===== config.mk =====
export PLATFORM = sky130hd
export DESIGN_NAME = mem_write_sender_flat
export DESIGN_NICKNAME = d
export VERILOG_FILES = /design/src/rtl/mem_write_sender_if.sv /design/src/rtl/mem_write_sender.sv /design/src/flat_wrapper.sv
export SDC_FILE = /design/constraint.sdc
export NUM_CORES = 1
export LEC_CHECK = 0
export CORE_MARGIN = 10
export CORE_UTILIZATION = 23
export CTS_CLUSTER_SIZE = 24
export DETAILED_ROUTE_END_ITERATION = 8
export SYNTH_ARGS = -nofsm -noshare
export SYNTH_HDL_FRONTEND = slang
export SYNTH_SLANG_ARGS = --single-unit

===== constraint.sdc =====
create_clock -name clk -period 2.6 [get_ports clk]
set_input_delay 0.39 -clock clk [delete_from_list [all_inputs] [get_ports clk]]
set_output_delay 0.39 -clock clk [all_outputs]
set_load 0.05 [all_outputs]

===== src/rtl/mem_write_sender_if.sv =====
// Valid/ready memory write channel (address, data and response) between the
// write-back sender (master) and the memory (slave).
`ifndef MEM_ADDR_SIZE
`define MEM_ADDR_SIZE 32
`endif
`ifndef WORD_SIZE_BIT
`define WORD_SIZE_BIT 32
`endif

interface mem_write_sender_if #(
  parameter int ADDR_W = `MEM_ADDR_SIZE,
  parameter int DATA_W = `WORD_SIZE_BIT
);
  logic [ADDR_W-1:0] mem_awaddr;
  logic              mem_awvalid;
  logic              mem_awready;
  logic [DATA_W-1:0] mem_wdata;
  logic              mem_wvalid;
  logic              mem_wready;
  logic [1:0]        mem_bresp;
  logic              mem_bvalid;
  logic              mem_bready;

  modport master (
    output mem_awaddr, mem_awvalid, mem_wdata, mem_wvalid, mem_bready,
    input  mem_awready, mem_wready, mem_bresp, mem_bvalid
  );

  modport slave (
    input  mem_awaddr, mem_awvalid, mem_wdata, mem_wvalid, mem_bready,
    output mem_awready, mem_wready, mem_bresp, mem_bvalid
  );
endinterface


===== src/rtl/mem_write_sender.sv =====
// Write-back buffer to memory write-channel sender, one write outstanding.
// Optional watchdog enabled by defining SENDER_TIMEOUT_EN.
`ifndef MEM_ADDR_SIZE
`define MEM_ADDR_SIZE 32
`endif
`ifndef WORD_SIZE_BIT
`define WORD_SIZE_BIT 32
`endif

module mem_write_sender #(
  parameter int ADDR_W         = `MEM_ADDR_SIZE,
  parameter int DATA_W         = `WORD_SIZE_BIT,
  parameter int TIMEOUT_CYCLES = 255
) (
  input  logic                clk,
  input  logic                reset,
  input  logic                send_wr_addr,
  input  logic [ADDR_W-1:0]   write_address,
  input  logic                send_wr_data,
  input  logic [DATA_W-1:0]   write_data,
  output logic                addr_done,
  output logic                done,
  mem_write_sender_if.master  mem,
  output logic                wr_err,
  output logic                timeout_err,
  output logic                busy
);

  typedef enum logic [1:0] {
    IDLE = 2'd0,
    SEND = 2'd1,
    RESP = 2'd2,
    DONE = 2'd3
  } state_t;

  state_t            state_r, state_s;
  logic [ADDR_W-1:0] awaddr_r, awaddr_s;
  logic [DATA_W-1:0] wdata_r, wdata_s;
  logic              awvalid_r, awvalid_s;
  logic              wvalid_r, wvalid_s;
  logic              bready_r, bready_s;
  logic              addr_done_r, addr_done_s;
  logic              done_r, done_s;
  logic              busy_r, busy_s;
  logic              wr_err_r, wr_err_s;
  logic              timeout_err_r, timeout_err_s;
  logic              aw_fire_s, w_fire_s, b_fire_s;
  logic              timeout_hit_s;

  assign aw_fire_s = awvalid_r & mem.mem_awready;
  assign w_fire_s  = wvalid_r & mem.mem_wready;
  assign b_fire_s  = bready_r & mem.mem_bvalid;

`ifdef SENDER_TIMEOUT_EN
  localparam int CNT_W = $clog2(TIMEOUT_CYCLES + 1);
  logic [CNT_W-1:0] wd_cnt_r;

  // Watchdog counter: zero outside a transfer, counts each cycle in SEND or RESP.
  always_ff @(posedge clk or posedge reset) begin
    if (reset) begin
      wd_cnt_r <= '0;
    end else if ((state_r == SEND) || (state_r == RESP)) begin
      wd_cnt_r <= wd_cnt_r + CNT_W'(1);
    end else begin
      wd_cnt_r <= '0;
    end
  end

  assign timeout_hit_s = ((state_r == SEND) || (state_r == RESP)) &&
                         (wd_cnt_r == CNT_W'(TIMEOUT_CYCLES - 1));
`else
  // Watchdog compiled out; the parameter is only referenced here.
  if (TIMEOUT_CYCLES < 1) begin : g_timeout_unused
  end
  assign timeout_hit_s = 1'b0;
`endif

  // Next-state and next-output logic; pulses default low, everything else holds.
  always_comb begin
    state_s       = state_r;
    awaddr_s      = awaddr_r;
    wdata_s       = wdata_r;
    awvalid_s     = awvalid_r;
    wvalid_s      = wvalid_r;
    bready_s      = bready_r;
    addr_done_s   = 1'b0;
    done_s        = 1'b0;
    wr_err_s      = wr_err_r;
    timeout_err_s = timeout_err_r;

    case (state_r)
      IDLE: begin
        if (send_wr_addr & send_wr_data) begin
          awaddr_s  = write_address;
          wdata_s   = write_data;
          awvalid_s = 1'b1;
          wvalid_s  = 1'b1;
          state_s   = SEND;
        end else begin
          state_s   = IDLE;
        end
      end
      SEND: begin
        if (timeout_hit_s) begin
          awvalid_s     = 1'b0;
          wvalid_s      = 1'b0;
          bready_s      = 1'b0;
          timeout_err_s = 1'b1;
          done_s        = 1'b1;
          state_s       = DONE;
        end else begin
          if (aw_fire_s) begin
            awvalid_s   = 1'b0;
            addr_done_s = 1'b1;
          end else begin
            awvalid_s   = awvalid_r;
          end
          if (w_fire_s) begin
            wvalid_s = 1'b0;
          end else begin
            wvalid_s = wvalid_r;
          end
          // Each channel is finished once its valid is low or fires this cycle.
          if ((~awvalid_r | aw_fire_s) & (~wvalid_r | w_fire_s)) begin
            bready_s = 1'b1;
            state_s  = RESP;
          end else begin
            state_s  = SEND;
          end
        end
      end
      RESP: begin
        if (timeout_hit_s) begin
          bready_s      = 1'b0;
          timeout_err_s = 1'b1;
          done_s        = 1'b1;
          state_s       = DONE;
        end else if (b_fire_s) begin
          bready_s = 1'b0;
          done_s   = 1'b1;
          wr_err_s = wr_err_r | (mem.mem_bresp != 2'b00);
          state_s  = DONE;
        end else begin
          state_s  = RESP;
        end
      end
      DONE: begin
        state_s = IDLE;
      end
      default: begin
        awvalid_s = 1'b0;
        wvalid_s  = 1'b0;
        bready_s  = 1'b0;
        state_s   = IDLE;
      end
    endcase

    busy_s = (state_s != IDLE);
  end

  // State and output registers; reset drops every valid at once.
  always_ff @(posedge clk or posedge reset) begin
    if (reset) begin
      state_r       <= IDLE;
      awaddr_r      <= '0;
      wdata_r       <= '0;
      awvalid_r     <= 1'b0;
      wvalid_r      <= 1'b0;
      bready_r      <= 1'b0;
      addr_done_r   <= 1'b0;
      done_r        <= 1'b0;
      busy_r        <= 1'b0;
      wr_err_r      <= 1'b0;
      timeout_err_r <= 1'b0;
    end else begin
      state_r       <= state_s;
      awaddr_r      <= awaddr_s;
      wdata_r       <= wdata_s;
      awvalid_r     <= awvalid_s;
      wvalid_r      <= wvalid_s;
      bready_r      <= bready_s;
      addr_done_r   <= addr_done_s;
      done_r        <= done_s;
      busy_r        <= busy_s;
      wr_err_r      <= wr_err_s;
      timeout_err_r <= timeout_err_s;
    end
  end

  assign mem.mem_awaddr  = awaddr_r;
  assign mem.mem_awvalid = awvalid_r;
  assign mem.mem_wdata   = wdata_r;
  assign mem.mem_wvalid  = wvalid_r;
  assign mem.mem_bready  = bready_r;
  assign addr_done       = addr_done_r;
  assign done            = done_r;
  assign busy            = busy_r;
  assign wr_err          = wr_err_r;
  assign timeout_err     = timeout_err_r;

endmodule


===== src/flat_wrapper.sv =====
// flat-port wrapper written by rule: the top's interface ports become plain ports
module mem_write_sender_flat 
#(
  parameter int ADDR_W         = `MEM_ADDR_SIZE,
  parameter int DATA_W         = `WORD_SIZE_BIT,
  parameter int TIMEOUT_CYCLES = 255
)
  (clk, reset, send_wr_addr, write_address, send_wr_data, write_data, addr_done, done, wr_err, timeout_err, busy, mem_mem_awaddr, mem_mem_awvalid, mem_mem_wdata, mem_mem_wvalid, mem_mem_bready, mem_mem_awready, mem_mem_wready, mem_mem_bresp, mem_mem_bvalid);
  mem_write_sender_if #(.ADDR_W(ADDR_W), .DATA_W(DATA_W)) mem_i ();
  input  logic clk;
  input  logic reset;
  input  logic send_wr_addr;
  input  logic [ADDR_W-1:0] write_address;
  input  logic send_wr_data;
  input  logic [DATA_W-1:0] write_data;
  output logic addr_done;
  output logic done;
  output logic wr_err;
  output logic timeout_err;
  output logic busy;
  output wire logic [$bits(mem_i.mem_awaddr)-1:0] mem_mem_awaddr;
  output wire logic [$bits(mem_i.mem_awvalid)-1:0] mem_mem_awvalid;
  output wire logic [$bits(mem_i.mem_wdata)-1:0] mem_mem_wdata;
  output wire logic [$bits(mem_i.mem_wvalid)-1:0] mem_mem_wvalid;
  output wire logic [$bits(mem_i.mem_bready)-1:0] mem_mem_bready;
  input wire logic [$bits(mem_i.mem_awready)-1:0] mem_mem_awready;
  input wire logic [$bits(mem_i.mem_wready)-1:0] mem_mem_wready;
  input wire logic [$bits(mem_i.mem_bresp)-1:0] mem_mem_bresp;
  input wire logic [$bits(mem_i.mem_bvalid)-1:0] mem_mem_bvalid;
  assign mem_mem_awaddr = mem_i.mem_awaddr;
  assign mem_mem_awvalid = mem_i.mem_awvalid;
  assign mem_mem_wdata = mem_i.mem_wdata;
  assign mem_mem_wvalid = mem_i.mem_wvalid;
  assign mem_mem_bready = mem_i.mem_bready;
  assign mem_i.mem_awready = mem_mem_awready;
  assign mem_i.mem_wready = mem_mem_wready;
  assign mem_i.mem_bresp = mem_mem_bresp;
  assign mem_i.mem_bvalid = mem_mem_bvalid;
  mem_write_sender #(.ADDR_W(ADDR_W), .DATA_W(DATA_W), .TIMEOUT_CYCLES(TIMEOUT_CYCLES)) u_core (.clk(clk), .reset(reset), .send_wr_addr(send_wr_addr), .write_address(write_address), .send_wr_data(send_wr_data), .write_data(write_data), .addr_done(addr_done), .done(done), .mem(mem_i), .wr_err(wr_err), .timeout_err(timeout_err), .busy(busy));
endmodule

After elaboration in Yosys (flattened, before gate mapping)

Index checks and enable logic that the tools add are counted.

Memories: 0
Input port bits: 73
Latch bits: 0
Memory bits (read-only): 0
Output and inout port bits: 72
Memory bits (writable): 0
Register bits after elaboration: 73

Reductions and logical operators: 10
Muxes and demuxes: 16
Order comparisons: 0
$add $sub $neg: 0
Multiply operators: 0
Shift-type cells: 0
Equal/unequal tests: 8
Bitwise logic cells: 10
Divide/modulo/power cells: 0

Operators by type and width:

| kind               | count |
|---|---|
| $mux 1             | 11 |
| $ne 2x1->1 const B | 5 |
| $reduce_and 3->1   | 3 |
| $pmux 2 s4         | 1 |
| $reduce_bool 2->1  | 4 |
| $pmux 1 s2         | 3 |
| $and 1x1->1        | 5 |
| $eq 2x2->1 const B | 2 |
| $reduce_and 2->1   | 2 |
| $or 1x1->1         | 3 |
| $eq 2x1->1 const B | 1 |
| $logic_not 2->1    | 1 |
| $mux 2             | 1 |
| $not 1->1          | 2 |

Depth between registers and ports, before layout

Depth in word-level cells: 6
Mapped depth: 7
Gate-level depth less buffers: 5

Worst setup path before layout

OpenSTA, ideal clock, no wires.

Kind: reg-to-reg
Start point: reg u_core.wvalid_r, in the netlist u_core.mem.mem_wvalid
End point: reg u_core.bready_r, in the netlist u_core.mem.mem_bready
Setup time: 0.126 ns
Setup slack: 1.159 ns
Arrival time: 1.315 ns
Cell stages (with the launch flop): 4
Data required time: 2.474 ns
Path through: dfrtp_1 > nand2b_1 > a21bo_1 > a311o_1

Cells in the longest elaborated chain, start to end: 5
Elaborated cells between the ends (all ways): 6

RTL lines:

| what                                            | line                                            | text |
|---|---|---|
| start: declaration                              | mem_write_sender.sv:40                          | `logic wvalid_r, wvalid_s;` |
| start signal: assignment                        | mem_write_sender.sv:180                         | `wvalid_r <= wvalid_s;` |
| $and 1x1->1 / $not 1->1 (equally long branches) | mem_write_sender.sv:51, mem_write_sender.sv:124 |  |
| $or 1x1->1 (*)                                  | mem_write_sender.sv:124                         | `if ((~awvalid_r \| aw_fire_s) & (~wvalid_r \| w_fire_s)) begin` |
| $and 1x1->1 (*)                                 | mem_write_sender.sv:124                         |  |
| $ne 2x1->1 (no line) (*)                        | -                                               |  |
| $reduce_and 3->1 (no line) (*)                  | -                                               |  |
| end signal: assignment                          | mem_write_sender.sv:181                         | `bready_r <= bready_s;` |
| end: declaration                                | mem_write_sender.sv:41                          | `logic bready_r, bready_s;` |

Every way passes the cells marked *; elsewhere a longest branch is shown, timed or not.
A chain may end at the register's enable or synchronous reset.

Final worst setup path

Start point: reg u_core.awvalid_r, in the netlist u_core.mem.mem_awvalid
End point: out mem_mem_awvalid

RTL lines:

| what                     | line                    | text |
|---|---|---|
| start: declaration       | mem_write_sender.sv:39  | `logic awvalid_r, awvalid_s;` |
| start signal: assignment | mem_write_sender.sv:179 | `awvalid_r <= awvalid_s;` |
| end: declaration         | flat_wrapper.sv:22      | `output wire logic [$bits(mem_i.mem_awvalid)-1:0] mem_mem_awvalid;` |

No word-level cell between the ends.

==> impl_metrics.tcl <==
set metrics [dict create \
    slowest_stage "clkdlybuf4s50_1" \
    core_area_mm2 0.01216 \
    synthSimpleGateAreaFrac_pct 27.25 \
    netlist_instances 317 \
    critPathTopFamily "buffers and inverters" \
    drcViolationCount 0 \
    hpwl_mm 6.574 \
    finalWirelength_mm 8.723 \
    antenna_found_initial 0 \
    cts_resized 0 \
    die_h_um 132.0 \
    synth_top_family_by_area "simple AND/OR/NAND/NOR gates" \
    syn_area_mm2 0.002884 \
    first_pass_iters 4 \
    vias 2510 \
    die_w_um 132.0 \
    first_global_vias 2743 \
    synth_ff_type "dfrtp_1" \
    max_stage_delay_ps 840 \
    synth_adder_area_share_pct 1.302 \
    powerDensity_mw_per_mm2 1227 \
    crit_path_max_fanout 5 \
    start_util_pct 23.71 \
    nNetsFinal 536 \
    hold_violations 0 \
    die-area_mm2 0.01742 \
    layout_setup_ws_ps 591.7 \
    rsz0062_at_grt "false" \
    switchingPower_w 0.002615 \
    rr_worst_depth 6 \
    gp_congestion 0.7209 \
    critPathKind "register to primary output" \
    synth.avg_cell_area_um2 9.098 \
    drive_gt1_share_pct 4.731 \
    start_kind "register" \
    crit_arrival_ps 1620 \
    clkTransAtPathRegs_ps 60 \
    finalCriticalPeriod_ps 2008 \
    io_pins 145 \
    p_leak_nw 2.290 \
    slew_headroom_pct 56.57 \
    max_freq_ghz 0.4979 \
    cts_tree "done" \
    rows 40 \
    port_buffers 143 \
    internal_power_w 0.003228 \
    p_clk_share_pct 20.6 \
    ys_warn_count 0 \
    synthXorXnorAreaFrac_pct 0 \
    numCtsBuffers 9 \
    cts_num_sinks 73 \
    grt_pass1_wl_mm 14.42 \
    setup_viol 0 \
    worstSetupEndpointType "primary output" \
    cts_max_level 3 \
    place_ws_ps 631.0 \
    synth_nets 393 \
    cts_hold_buf 0 \
    drv_slew 0 \
    timing.final.crit_share_pct 77.24 \
    final_util_pct 39.16 \
    overflow 0 \
    status "finished, final reports clean" \
    drt-initial-drc-count 117 \
    synthDistinctLibCells 25 \
    pwr-share-seq_pct 29.9 \
    synth-edff-count 0 \
    cts_buffer_depth 2 \
    swShare_pct 44.76 \
    syn2layout_area_growth_pct 65.12 \
    fin_tns_setup_ps 0 \
    grtUsageTotal_pct 10.10 \
    maxCapViolCount 0 \
    final_cells 633 \
    worstSkewPairLatency_ps 330 \
    synthArstFlopShare_pct 100.0 \
    synth-compound-area-share_pct 3.341 \
    r2r-end "u_core.busy" \
    reg2reg_slack_ps 800 \
    ys_ff_latch 73 \
    vias_per_cell 3.965 \
    r2r-start "u_core.state_r[0]" \
    cp.buffers_inverters 1 \
    power.total_w 0.005843 \
    ys_seq_area_share_pct 63.34 \
    min_path_type "input pin to asynchronous set/reset pin" \
    insertedDiodeCount 0 \
    required_ps 2210 \
    wire_per_inst_um 13.78 \
    synthMuxAreaShare_pct 0 \
    pwr-share-comb_pct 49.5 \
    ant_nets 0 \
    root_buffer "clkbuf_16" \
    fin_skew_ps 7.959 \
    worst_pin_slew_ps 651.4 \
    dp.cells 617 \
    grt_max_degree 66 \
    ir_worst_vdd_uv 532.4 \
    crit_chain "clkdlybuf4s50_1" \
    post_cts.repair.setup_buffers 0 \
]
==> worst register-to-register path, cell delays in order, from the launching register on <==
cell      delay (ps)
dfrtp_1          400
inv_1             80
ha_1             260
nand3_2           90
buf_4            500
o21a_1           240
o211ai_1          90
==> per-layer routing <==
metal	share of wire (%)	track usage, %	wire length (um)
met3	8.8	5.259	770
met2	48	16.72	4159
met4	1.4	2.967	125
met1	42	10.98	3667
met5	0	0	0
==> worst max-delay path by stage <==
stage,from,endpoint,slack (ps),cells past startpoint
final,u_core.mem.mem_awvalid,mem_mem_awvalid,590,1
after floorplan,reset,u_core.addr_done,360,1
after detailed placement,send_wr_addr,u_core.busy,630,5
after global routing,u_core.mem.mem_awvalid,mem_mem_awvalid,530,1
after CTS,u_core.mem.mem_awvalid,mem_mem_awvalid,560,1
after global placement,send_wr_addr,u_core.busy,670,5
==> flip-flops by register name, summed over array words and instances (netlist names) <==
| signal | flops |
|---|---|
| u_core.state_r | 2 |
| u_core.addr_done | 1 |
| u_core.done | 1 |
| u_core.wr_err | 1 |
| u_core.mem.mem_wdata | 32 |
| u_core.mem.mem_awvalid | 1 |
| u_core.mem.mem_bready | 1 |
| u_core.busy | 1 |
| u_core.mem.mem_wvalid | 1 |
| u_core.mem.mem_awaddr | 32 |
==> Yosys cell counts (2+ instances only) <==
master      n  share of area [%]
nor2_1      3               0.39
buf_4       2               0.52
buf_2       8                1.4
inv_1       8                1.0
ha_1        3                1.3
nand2_1   193                 25
nand3_1     2               0.35
a21boi_0    2               0.52
dfrtp_1    73                 63
buf_6       4                1.6
o21ai_0     5               0.87
==> layout by cell type (no fill, tap or decap), types with 2 or more instances in the layout <==
| master | count |
|---|---|
| nand2_1 | 193 |
| clkdlybuf4s50_1 | 143 |
| dfrtp_1 | 73 |
| clkbuf_16 | 9 |
| inv_1 | 7 |
| o21ai_0 | 5 |
| clkinv_2 | 3 |
| nor2_1 | 3 |
| ha_1 | 3 |
| clkbuf_1 | 3 |
| buf_4 | 3 |
| and3_2 | 2 |
| a21boi_0 | 2 |
==> metrics by stage <==
step	instance area (um2)	hold WS [ps]
after floorplan	2884	495.4
after global placement	4472	458.1
after detailed placement	4472	461.8
after CTS	4762	471.0
after global routing	4762	488.7
final	4762	443.3
==> layout make-up <==
class | count | area (um2)
flip-flops and latches | 73 | 1827
multi-input cells | 221 | 929.6
well taps | 168 | 210.2
clock inverters | 3 | 40.04
inverters | 8 | 31.28
repair buffers | 147 | 1474
clock buffers | 13 | 250.2
fillers | 1228 | 7400
==> power by group through the flow <==
stage | combinational, W | sequential (W) | clock, W
final | 0.00289 | 0.00175 | 0.00120
after global routing | 0.00306 | 0.00180 | 0.00130
after CTS | 0.00294 | 0.00175 | 0.00125
after detailed placement | 0.00294 | 0.00177 | 0
after global placement | 0.00292 | 0.00175 | 0
after floorplan | 0.000479 | 0.00312 | 0
==> cell families (layout without fill, tap and decap cells) <==
group | count (synthesis) | after routing
adders and majority gates | 3 | 3
and+or+nand+nor | 203 | 203
other | 1 | 1
buffers and inverters | 23 | 171
DFF | 73 | 73
AOI/OAI and AO/OA | 14 | 14
No activity file was read; power rests on OpenSTA's default activity.
